$ cat config.mk
export PLATFORM = sky130hd
export DESIGN_NAME = spike_rate_decoder_flat
export DESIGN_NICKNAME = d
export VERILOG_FILES = /design/src/rtl/spike_rate_decoder_pkg.sv /design/src/rtl/spike_rate_decoder_if.sv /design/src/rtl/spike_rate_decoder_edge.sv /design/src/rtl/spike_rate_decoder.sv /design/src/flat_wrapper.sv
export SDC_FILE = /design/constraint.sdc
export NUM_CORES = 1
export LEC_CHECK = 0
export BUFFER_PORTS_ARGS = -buffer_cell sky130_fd_sc_hd__buf_4
export CAP_MARGIN = 20
export CORE_ASPECT_RATIO = 1.5
export CORE_MARGIN = 2
export CORE_UTILIZATION = 30
export DETAILED_ROUTE_END_ITERATION = 10
export PLACE_DENSITY_LB_ADDON = 0.15
export REMOVE_ABC_BUFFERS = 1
export SLEW_MARGIN = 20
export SYNTH_ARGS = -nofsm -noshare
export SYNTH_HDL_FRONTEND = slang
export SYNTH_SLANG_ARGS = --single-unit
export TNS_END_PERCENT = 10
$ cat constraint.sdc
create_clock -name clk -period 1.9 [get_ports clk]
set_input_delay 0.38 -clock clk [delete_from_list [all_inputs] [get_ports clk]]
set_output_delay 0.38 -clock clk [all_outputs]
set_load 0.05 [all_outputs]
$ cat src/rtl/spike_rate_decoder_pkg.sv
// Shared types and sizing for the spike rate decoder.
// Window length is 2^(window_sel + WIN_BASE_LOG2) cycles.
package spike_decoder_pkg;

  typedef enum logic {
    IDLE,
    COUNT
  } state_t;

  localparam int CNT_W         = 8;
  localparam int WCNT_W        = 11;
  localparam int WIN_BASE_LOG2 = 4;
  localparam int ISI_MAX       = 255;

  function automatic logic [WCNT_W-1:0] win_last(
    input logic [2:0] sel
  );
    int w;
    w = 1 << (int'(sel) + WIN_BASE_LOG2);
    return WCNT_W'(w - 1);
  endfunction

endpackage

$ cat src/rtl/spike_rate_decoder_if.sv
// Spike input, control and decoded-rate outputs.
// master drives stimulus, slave is the decoder.
interface spike_rate_decoder_if;
  import spike_decoder_pkg::*;

  logic              spike_in;
  logic              ena;
  logic [2:0]        window_sel;
  logic [CNT_W-1:0]  count_out;
  logic              count_valid;
  logic              overflow;
  logic [7:0]        isi_out;
  logic              isi_valid;

  modport master (
    output spike_in,
    output ena,
    output window_sel,
    input  count_out,
    input  count_valid,
    input  overflow,
    input  isi_out,
    input  isi_valid
  );

  modport slave (
    input  spike_in,
    input  ena,
    input  window_sel,
    output count_out,
    output count_valid,
    output overflow,
    output isi_out,
    output isi_valid
  );

endinterface

$ cat src/rtl/spike_rate_decoder_edge.sv
// Rising-edge detector for the spike train.
// A held-high input produces a single rise.
module spike_edge_detect (
  input  logic clk,
  input  logic rst_n,
  input  logic in,
  output logic rise
);

  logic prev;

  always_ff @(posedge clk or negedge rst_n) begin
    if (!rst_n) prev <= 1'b0;
    else        prev <= in;
  end

  assign rise = in & ~prev;

endmodule

$ cat src/rtl/spike_rate_decoder.sv
// Counts spikes over back-to-back power-of-two windows
// and measures the interval between consecutive spikes.
module spike_rate_decoder
  import spike_decoder_pkg::*;
(
  input logic                 clk,
  input logic                 rst_n,
  spike_rate_decoder_if.slave io
);

  logic              rise;
  state_t            state;
  logic [WCNT_W-1:0] wcnt;
  logic [WCNT_W-1:0] wlast;
  logic [CNT_W-1:0]  spk;
  logic              sat;
  logic [7:0]        isi_cnt;
  logic              armed;

  logic              spk_full;
  logic [CNT_W-1:0]  spk_nxt;
  logic              sat_nxt;
  logic              isi_full;

  spike_edge_detect u_edge (
    .clk   (clk),
    .rst_n (rst_n),
    .in    (io.spike_in),
    .rise  (rise)
  );

  assign spk_full = (spk == {CNT_W{1'b1}});
  assign spk_nxt  = (rise && !spk_full) ? spk + 1'b1 : spk;
  // sat remembers that a 256th spike arrived this window
  assign sat_nxt  = sat | (rise & spk_full);
  assign isi_full = (isi_cnt == 8'(ISI_MAX));

  always_ff @(posedge clk or negedge rst_n) begin
    if (!rst_n) begin
      state          <= IDLE;
      wcnt           <= '0;
      wlast          <= '0;
      spk            <= '0;
      sat            <= 1'b0;
      isi_cnt        <= '0;
      armed          <= 1'b0;
      io.count_out   <= '0;
      io.count_valid <= 1'b0;
      io.overflow    <= 1'b0;
      io.isi_out     <= '0;
      io.isi_valid   <= 1'b0;
    end else begin
      io.count_valid <= 1'b0;
      io.isi_valid   <= 1'b0;
      unique case (state)
        IDLE: begin
          wcnt    <= '0;
          spk     <= '0;
          sat     <= 1'b0;
          isi_cnt <= '0;
          armed   <= 1'b0;
          if (io.ena) begin
            state <= COUNT;
            wlast <= win_last(io.window_sel);
          end
        end
        COUNT: begin
          if (!io.ena) begin
            state <= IDLE;
          end else begin
            if (wcnt == wlast) begin
              io.count_out   <= spk_nxt;
              io.overflow    <= sat_nxt;
              io.count_valid <= 1'b1;
              wcnt           <= '0;
              spk            <= '0;
              sat            <= 1'b0;
              wlast          <= win_last(io.window_sel);
            end else begin
              wcnt <= wcnt + 1'b1;
              spk  <= spk_nxt;
              sat  <= sat_nxt;
            end
            if (rise) begin
              if (armed) begin
                io.isi_out   <= isi_full ? isi_cnt
                                         : isi_cnt + 8'd1;
                io.isi_valid <= 1'b1;
              end
              armed   <= 1'b1;
              isi_cnt <= '0;
            end else if (!isi_full) begin
              isi_cnt <= isi_cnt + 8'd1;
            end
          end
        end
      endcase
    end
  end

endmodule

$ cat src/flat_wrapper.sv
// flat-port wrapper written by rule: the top's interface ports become plain ports
module spike_rate_decoder_flat import spike_decoder_pkg::*;
  (clk, rst_n, io_spike_in, io_ena, io_window_sel, io_count_out, io_count_valid, io_overflow, io_isi_out, io_isi_valid);
  spike_rate_decoder_if io_i ();
  input logic clk;
  input logic rst_n;
  input wire logic [$bits(io_i.spike_in)-1:0] io_spike_in;
  input wire logic [$bits(io_i.ena)-1:0] io_ena;
  input wire logic [$bits(io_i.window_sel)-1:0] io_window_sel;
  output wire logic [$bits(io_i.count_out)-1:0] io_count_out;
  output wire logic [$bits(io_i.count_valid)-1:0] io_count_valid;
  output wire logic [$bits(io_i.overflow)-1:0] io_overflow;
  output wire logic [$bits(io_i.isi_out)-1:0] io_isi_out;
  output wire logic [$bits(io_i.isi_valid)-1:0] io_isi_valid;
  assign io_i.spike_in = io_spike_in;
  assign io_i.ena = io_ena;
  assign io_i.window_sel = io_window_sel;
  assign io_count_out = io_i.count_out;
  assign io_count_valid = io_i.count_valid;
  assign io_overflow = io_i.overflow;
  assign io_isi_out = io_i.isi_out;
  assign io_isi_valid = io_i.isi_valid;
  spike_rate_decoder u_core (.clk(clk), .rst_n(rst_n), .io(io_i));
endmodule
==> results of run 1 <==
-- sequential cells by signal (all words and copies together) (netlist names), 8 cells and up --
name and flops:
u_core.isi_cnt 8, u_core.io.count_out 8, u_core.wlast 9, u_core.spk 8, u_core.wcnt 11, u_core.io.isi_out 8
-- kinds of logic (layout without fill, tap and decap cells) --
group,after synthesis,after routing,synth area share (%)
muxes,6,6,2.40
and+or+nand+nor,115,115,19.9
AOI/OAI and AO/OA,83,83,18.2
DFF,59,59,50.6
buffers and inverters,18,77,2.61
xor gates and xnor gates,17,17,5.10
adders and majority gates,3,3,1.29
-- routing by layer --
layer,track usage (%),vias up,wire (um)
li1,-,1191,-
met2,22.6,30,3450
met1,15.8,1142,2930
met3,2.58,17,172
met4,7.84,0,189
met5,0,-,0
-- layout by cell type, fill, tap and decap left out, types with 2 or more instances in the layout --
cell	count
mux2i_1	4
nand2b_1	6
a31oi_1	4
inv_1	9
a22o_1	6
buf_6	2
o21ai_1	7
clkbuf_16	9
ha_1	3
a21oi_2	2
xor2_1	13
clkbuf_8	5
a21o_1	7
nand4_1	7
and4_1	4
dfrtp_1	59
a32o_1	2
buf_4	49
mux2_4	2
or3_1	2
and2_1	2
a21oi_1	12
xnor2_1	4
nand2_1	40
nor2_1	18
o21ai_0	29
a31oi_4	2
o31ai_1	4
nand3_1	17
nor3_1	7
and3_1	3
-- power groups by stage --
stage | Clock [mW] | Combinational, mW | Sequential (mW)
floorplan | 0 | 0.111 | 1.39
global placement | 0 | 0.286 | 1.35
detailed placement | 0 | 0.288 | 1.35
CTS | 1.64 | 0.292 | 1.33
global route | 1.68 | 0.326 | 1.33
finish | 1.59 | 0.294 | 1.33
-- worst register-to-register path: cells and delay by family (launching register included) --
| kind | cells | cell delay, ns |
|---|---|---|
| and+or+nand+nor | 2 | 0.74 |
| DFF | 1 | 0.37 |
| muxes | 1 | 0.29 |
| AOI/OAI and AO/OA | 2 | 0.45 |
-- path summary, 6_finish.rpt --
| path | end | slack (ns) | cells after the start |
|---|---|---|---|
| hold / removal | u_core.u_edge.prev$_DFF_PN0_ | 0.17 | 1 |
| setup / recovery | u_core.wlast[4]$_DFFE_PN0P_ | -0.05 | 5 |
| setup reg to reg | u_core.wlast[4]$_DFFE_PN0P_ | -0.05 | 5 |
| max in group asynchronous | u_core.wcnt[3]$_DFFE_PN0P_ | 0.87 | 3 |
| min in group asynchronous | u_core.isi_cnt[4]$_DFFE_PN0P_ | 0.53 | 2 |
| hold reg to reg | u_core.io.isi_out[0]$_DFFE_PN0P_ | 0.48 | 2 |
-- stage by stage --
stage	TNS, ns	cells	utilization [%]	power [mW]
after floorplan	-0.562	292	-	1.50
after global placement	-0.000920	458	35.7	1.63
after detailed placement	-0.0312	458	35.7	1.64
after CTS	-0.00426	474	39.0	3.26
after global routing	-1.03	475	39.4	3.34
final	-0.154	475	39.4	3.21
-- cell type report --
| class | instances | share of cell area, % |
|---|---|---|
| Inverter | 9 | 0.895 |
| Clock inverter | 1 | 0.133 |
| Tap cell | 115 | 3.81 |
| Clock buffer | 14 | 7.79 |
| Timing Repair Buffer | 53 | 11.1 |
| Sequential cell | 59 | 39.1 |
| Multi-Input combinational cell | 224 | 37.1 |
-- what timing repair did --
| item | CTS | global route |
|---|---|---|
| endpoints found under the hold margin | 27 | 0 |
| pin swaps | 1 | 6 |
| setup buffers | 0 | 1 |
| setup endpoints to repair | 2 | 21 |
| gates resized for setup | 1 | 15 |
| hold buffers | 1 | 0 |
==> flow_metrics.tcl, run 1 <==
set metrics [dict create \
    cts-root-buf "clkbuf_16" \
    numCtsBuffers 9 \
    h-tree-depth 3 \
    r2r_start "u_core.wcnt[2]$_DFFE_PN0P_" \
    hp-start "io_spike_in" \
    synthArstFlopShare_pct 100 \
    status "complete, but fails checks" \
    core_sq_um 9580 \
    port_buffers 25 \
    cp.required_ns 2.11 \
    cap_violations 0 \
    die_w_um 84.6 \
    syn_area_sq_um 2920 \
    crit_path_cell_trace "or4_4 -> a21oi_4 -> a31oi_4 -> nand2b_4 -> mux2_4" \
    netlist_instances 301 \
    start_util_pct 30.5 \
    power_density_nw_per_um2 851 \
    cp_max_fo 5 \
    final_hold_viol_count 0 \
    place.gp.congestion 0.807 \
    synth_flop_cell "dfrtp_1" \
    dpl_cell_area_sq_um 3420 \
    yosysTopAreaCell "dfrtp_1" \
    cp.buffers_inverters 0 \
    ys_ff_latch 59 \
    fillers 995 \
    relSlewSlack_pct 64.8 \
    p_comb_share_pct 9.1 \
    hold_ws_ns 0.172 \
    min_period_over_period_pct 103 \
    max_slew.worst_pin.slew_ns 0.527 \
    cp-start-kind "flop" \
    irDropWorstVdd_mv 0.438 \
    violations "setup timing" \
    antenna-diode-count 0 \
    critPathKind "flop to flop" \
    fp.dieArea_sq_um 10600 \
    routed_wl_um 6750 \
    cts_tree "yes" \
    dr.pass1.iters 4 \
    die_y_um 125 \
    crit_family "simple AND/OR/NAND/NOR gates" \
    antenna_found_initial 0 \
    gr-usage-all-layers_pct 13.5 \
    via_per_inst 5.01 \
    p_sw_share_pct 23.4 \
    area_growth_pct 29.3 \
    clk_latency_ns 0.33 \
    synth_area_leaders "dfrtp_1 51%, o21ai_0 6.2%, nand2_1 5.1%" \
    ios 26 \
    ys_warn_count 0 \
    synth_cell_types 44 \
    syn_avg_cell_area_sq_um 9.70 \
    rows 44 \
    grt_remaining_overflow 0 \
    synth_common_cells "59 x dfrtp_1, 40 x nand2_1, 36 x o21ai_0, 19 x nor2_1, 17 x nand3_1" \
    drc 0 \
    critPathMaxStageDelay_ns 0.55 \
    endpoint_kind "flop" \
    finClkSkew_ns 0.00784 \
    holdCritPathClass "input pin to flop" \
    grt_pass1_wl_um 11200 \
    nets 366 \
    ctsLongestPathBuffers 2 \
    ys_seq_area_share_pct 50.6 \
    rsz0062_at_grt "yes" \
    setup_violations 6 \
    crit_slowest_cell "or4_4" \
    switching_power_uw 750 \
    fmaxAchievable_ghz 0.512 \
    clkTransAtPathRegs_ns 0.05 \
    power_frac_seq_pct 41.4 \
    clkPwrFrac_pct 49.4 \
    seqCellArea_sq_um 1480 \
    vias 2380 \
    min_period_ns 1.95 \
    final_area_sq_um 3770 \
    wire_per_inst_um 14.2 \
    numClockSinks 59 \
    ant_nets 0 \
    arrival_ns 2.17 \
    multiInputGateArea_sq_um 1400 \
    p_leak_nw 1.75 \
    synth-edff-count 0 \
    cp-startpoint "u_core.wcnt[2]$_DFFE_PN0P_" \
    grt_max_degree 33 \
    slew_violations 0 \
    synth_top_area_share_pct 50.6 \
    dr.first_iter.drc_count 63 \
    internal-power_mw 2.46 \
    place_ws_ns -0.0312 \
    worst_slack_ns -0.0528 \
    grt_pass1_vias 2334 \
    yosysMostFrequentCell "dfrtp_1" \
    hpwl_um 4890 \
    drive_gt1_share_pct 22.2 \
]
Power figures use the tool's default switching activity.
==> inputs of run 2 (changes only) <==
BUFFER_PORTS_ARGS = -buffer_cell sky130_fd_sc_hd__buf_2   (was -buffer_cell sky130_fd_sc_hd__buf_4)
==> run 2 against run 1 <==
  * The run still ends with setup timing left
  * Clock skew decreased by 0.00090 ns
  * Die area did not move
  * Fmax grew 0.16%
  * Combinational power decreased by 5%
  * Largest power group unchanged
  * Count of clock-buffer cells in the layout stayed put
  * Sequential cell count stayed put
==> flow_metrics.tcl, run 2 (same netlist as run 1, synthesis figures left out) <==
set metrics [dict create \
    port_buffers 25 \
    grt_pass1_vias 2379 \
    clk_latency_ns 0.33 \
    clkPwrFrac_pct 48.0 \
    violations "setup timing" \
    fp.dieArea_sq_um 10600 \
    rows 44 \
    max_slew.worst_pin.slew_ns 0.520 \
    rsz0062_at_grt "yes" \
    numCtsBuffers 9 \
    p_comb_share_pct 9.0 \
    routed_wl_um 6840 \
    nets 363 \
    p_sw_share_pct 24.2 \
    seqCellArea_sq_um 1480 \
    final_common_cell "dfrtp_1" \
    finClkSkew_ns 0.00693 \
    crit_path_cell_trace "or4_4 -> a21oi_4 -> a31oi_2 -> buf_4 -> a21o_1 -> a22o_1" \
    antenna-diode-count 0 \
    worst_slack_ns -0.0496 \
    ctsLongestPathBuffers 2 \
    hold_ws_ns 0.0561 \
    critPathKind "flop to flop" \
    place_ws_ns -0.0544 \
    gr-usage-all-layers_pct 14.2 \
    power_frac_seq_pct 43.0 \
    status "complete, but fails checks" \
    grt_remaining_overflow 0 \
    postLayoutCoreUtil_pct 38.1 \
    die_w_um 84.6 \
    cp.required_ns 2.11 \
    final_cell_mix "59 x dfrtp_1, 40 x nand2_1, 28 x o21ai_0, 25 x buf_2, 22 x buf_4" \
    p_leak_nw 1.72 \
    switching_power_uw 750 \
    arrival_ns 2.16 \
    cp-start-kind "flop" \
    largest_register "u_core.wcnt" \
    core_sq_um 9580 \
    r2r_start "u_core.wlast[3]$_DFFE_PN0P_" \
    cap_violations 0 \
    min_period_over_period_pct 103 \
    cts_tree "yes" \
    internal-power_mw 2.35 \
    dr.first_iter.drc_count 137 \
    multiInputGateArea_sq_um 1390 \
    antenna_found_initial 0 \
    hpwl_um 4970 \
    min_period_ns 1.95 \
    ant_nets 0 \
    via_per_inst 5.00 \
    cts-root-buf "clkbuf_16" \
    drc 0 \
    clkTransAtPathRegs_ns 0.05 \
    start_util_pct 30.5 \
    grt_pass1_wl_um 11900 \
    place.gp.congestion 0.820 \
    fillers 1006 \
    irDropWorstVdd_mv 0.503 \
    slew_violations 0 \
    cts_setup_buffers 0 \
    power_density_nw_per_um2 849 \
    cp-startpoint "u_core.wlast[3]$_DFFE_PN0P_" \
    vias 2364 \
    ctsHoldBuffers 0 \
    wire_per_inst_um 14.5 \
    cp_max_fo 7 \
    h-tree-depth 3 \
    crit_slowest_cell "or4_4" \
    ios 26 \
    numClockSinks 59 \
    largestRegisters "u_core.wcnt (11), u_core.wlast (9)" \
    drive_gt1_share_pct 21.2 \
    fmaxAchievable_ghz 0.513 \
    area_growth_pct 25.0 \
    largest_reg_flops 11 \
    dr.pass1.iters 5 \
    holdCritPathClass "input pin to asynchronous set/reset pin" \
    relSlewSlack_pct 65.2 \
    critPathMaxStageDelay_ns 0.55 \
    die_y_um 125 \
    endpoint_kind "flop" \
    setup_violations 6 \
    final_hold_viol_count 0 \
    grt_max_degree 60 \
]
[run 2: power by group through the flow]
stage	Clock [mW]	Sequential (mW)	Combinational, mW
5_1_grt	1.58	1.34	0.310
4_1_cts	1.52	1.33	0.275
3_5_place_dp	0	1.35	0.275
6_report	1.49	1.33	0.279
2_1_floorplan	0	1.39	0.111
3_3_place_gp	0	1.35	0.273
[run 2: critical path, delay by kind of cell (launching register included)]
family	cells	cell delay (ns)
flops	1	0.38
buf+inv	1	0.18
simple gates	1	0.55
compound gates	4	0.72
[run 2: area by class of cell]
class / count / area share, %
tap: 115 / 3.94
inverter: 9 / 0.926
timing repair buffer: 50 / 9.12
clock buffer: 14 / 7.23
multi-input combinational: 224 / 38.1
sequential: 59 / 40.5
clock inverter: 2 / 0.274
[run 2: timing repair]
action / CTS / global route
setup endpoints to repair: 10 / 31
resized for setup: 0 / 16
pin swaps: 1 / 3
[run 2: final timing paths]
path / slack (ns) / endpoint / cells after the start
setup / recovery: -0.05 / u_core.spk[4]$_DFFE_PN0P_ / 6
hold / removal: 0.06 / u_core.io.isi_out[5]$_DFFE_PN0P_ / 2
setup reg to reg: -0.05 / u_core.spk[4]$_DFFE_PN0P_ / 6
hold reg to reg: 0.47 / u_core.io.count_out[6]$_DFFE_PN0P_ / 2
max in group asynchronous: 1.58 / u_core.wcnt[2]$_DFFE_PN0P_ / 2
min in group clk: 0.18 / u_core.u_edge.prev$_DFF_PN0_ / 1
[run 2: layer usage]
layer	track usage, %	vias to the layer above	part of all wire (%)
met2	24.0	45	53
li1	-	1179	-
met5	0	-	0
met3	3.25	7	3.3
met4	6.44	0	1.8
met1	17.0	1133	42
[run 2: through the flow]
| step | total power, mW | cells | instance area [sq um] | setup TNS (ns) |
|---|---|---|---|---|
| finish | 3.10 | 473 | 3650 | -0.163 |
| global route | 3.23 | 473 | 3650 | -1.96 |
| CTS | 3.13 | 473 | 3620 | -0.142 |
| detailed placement | 1.63 | 457 | 3350 | -0.235 |
| global placement | 1.62 | 457 | 3350 | 0 |
| floorplan | 1.50 | 292 | 2880 | -0.562 |
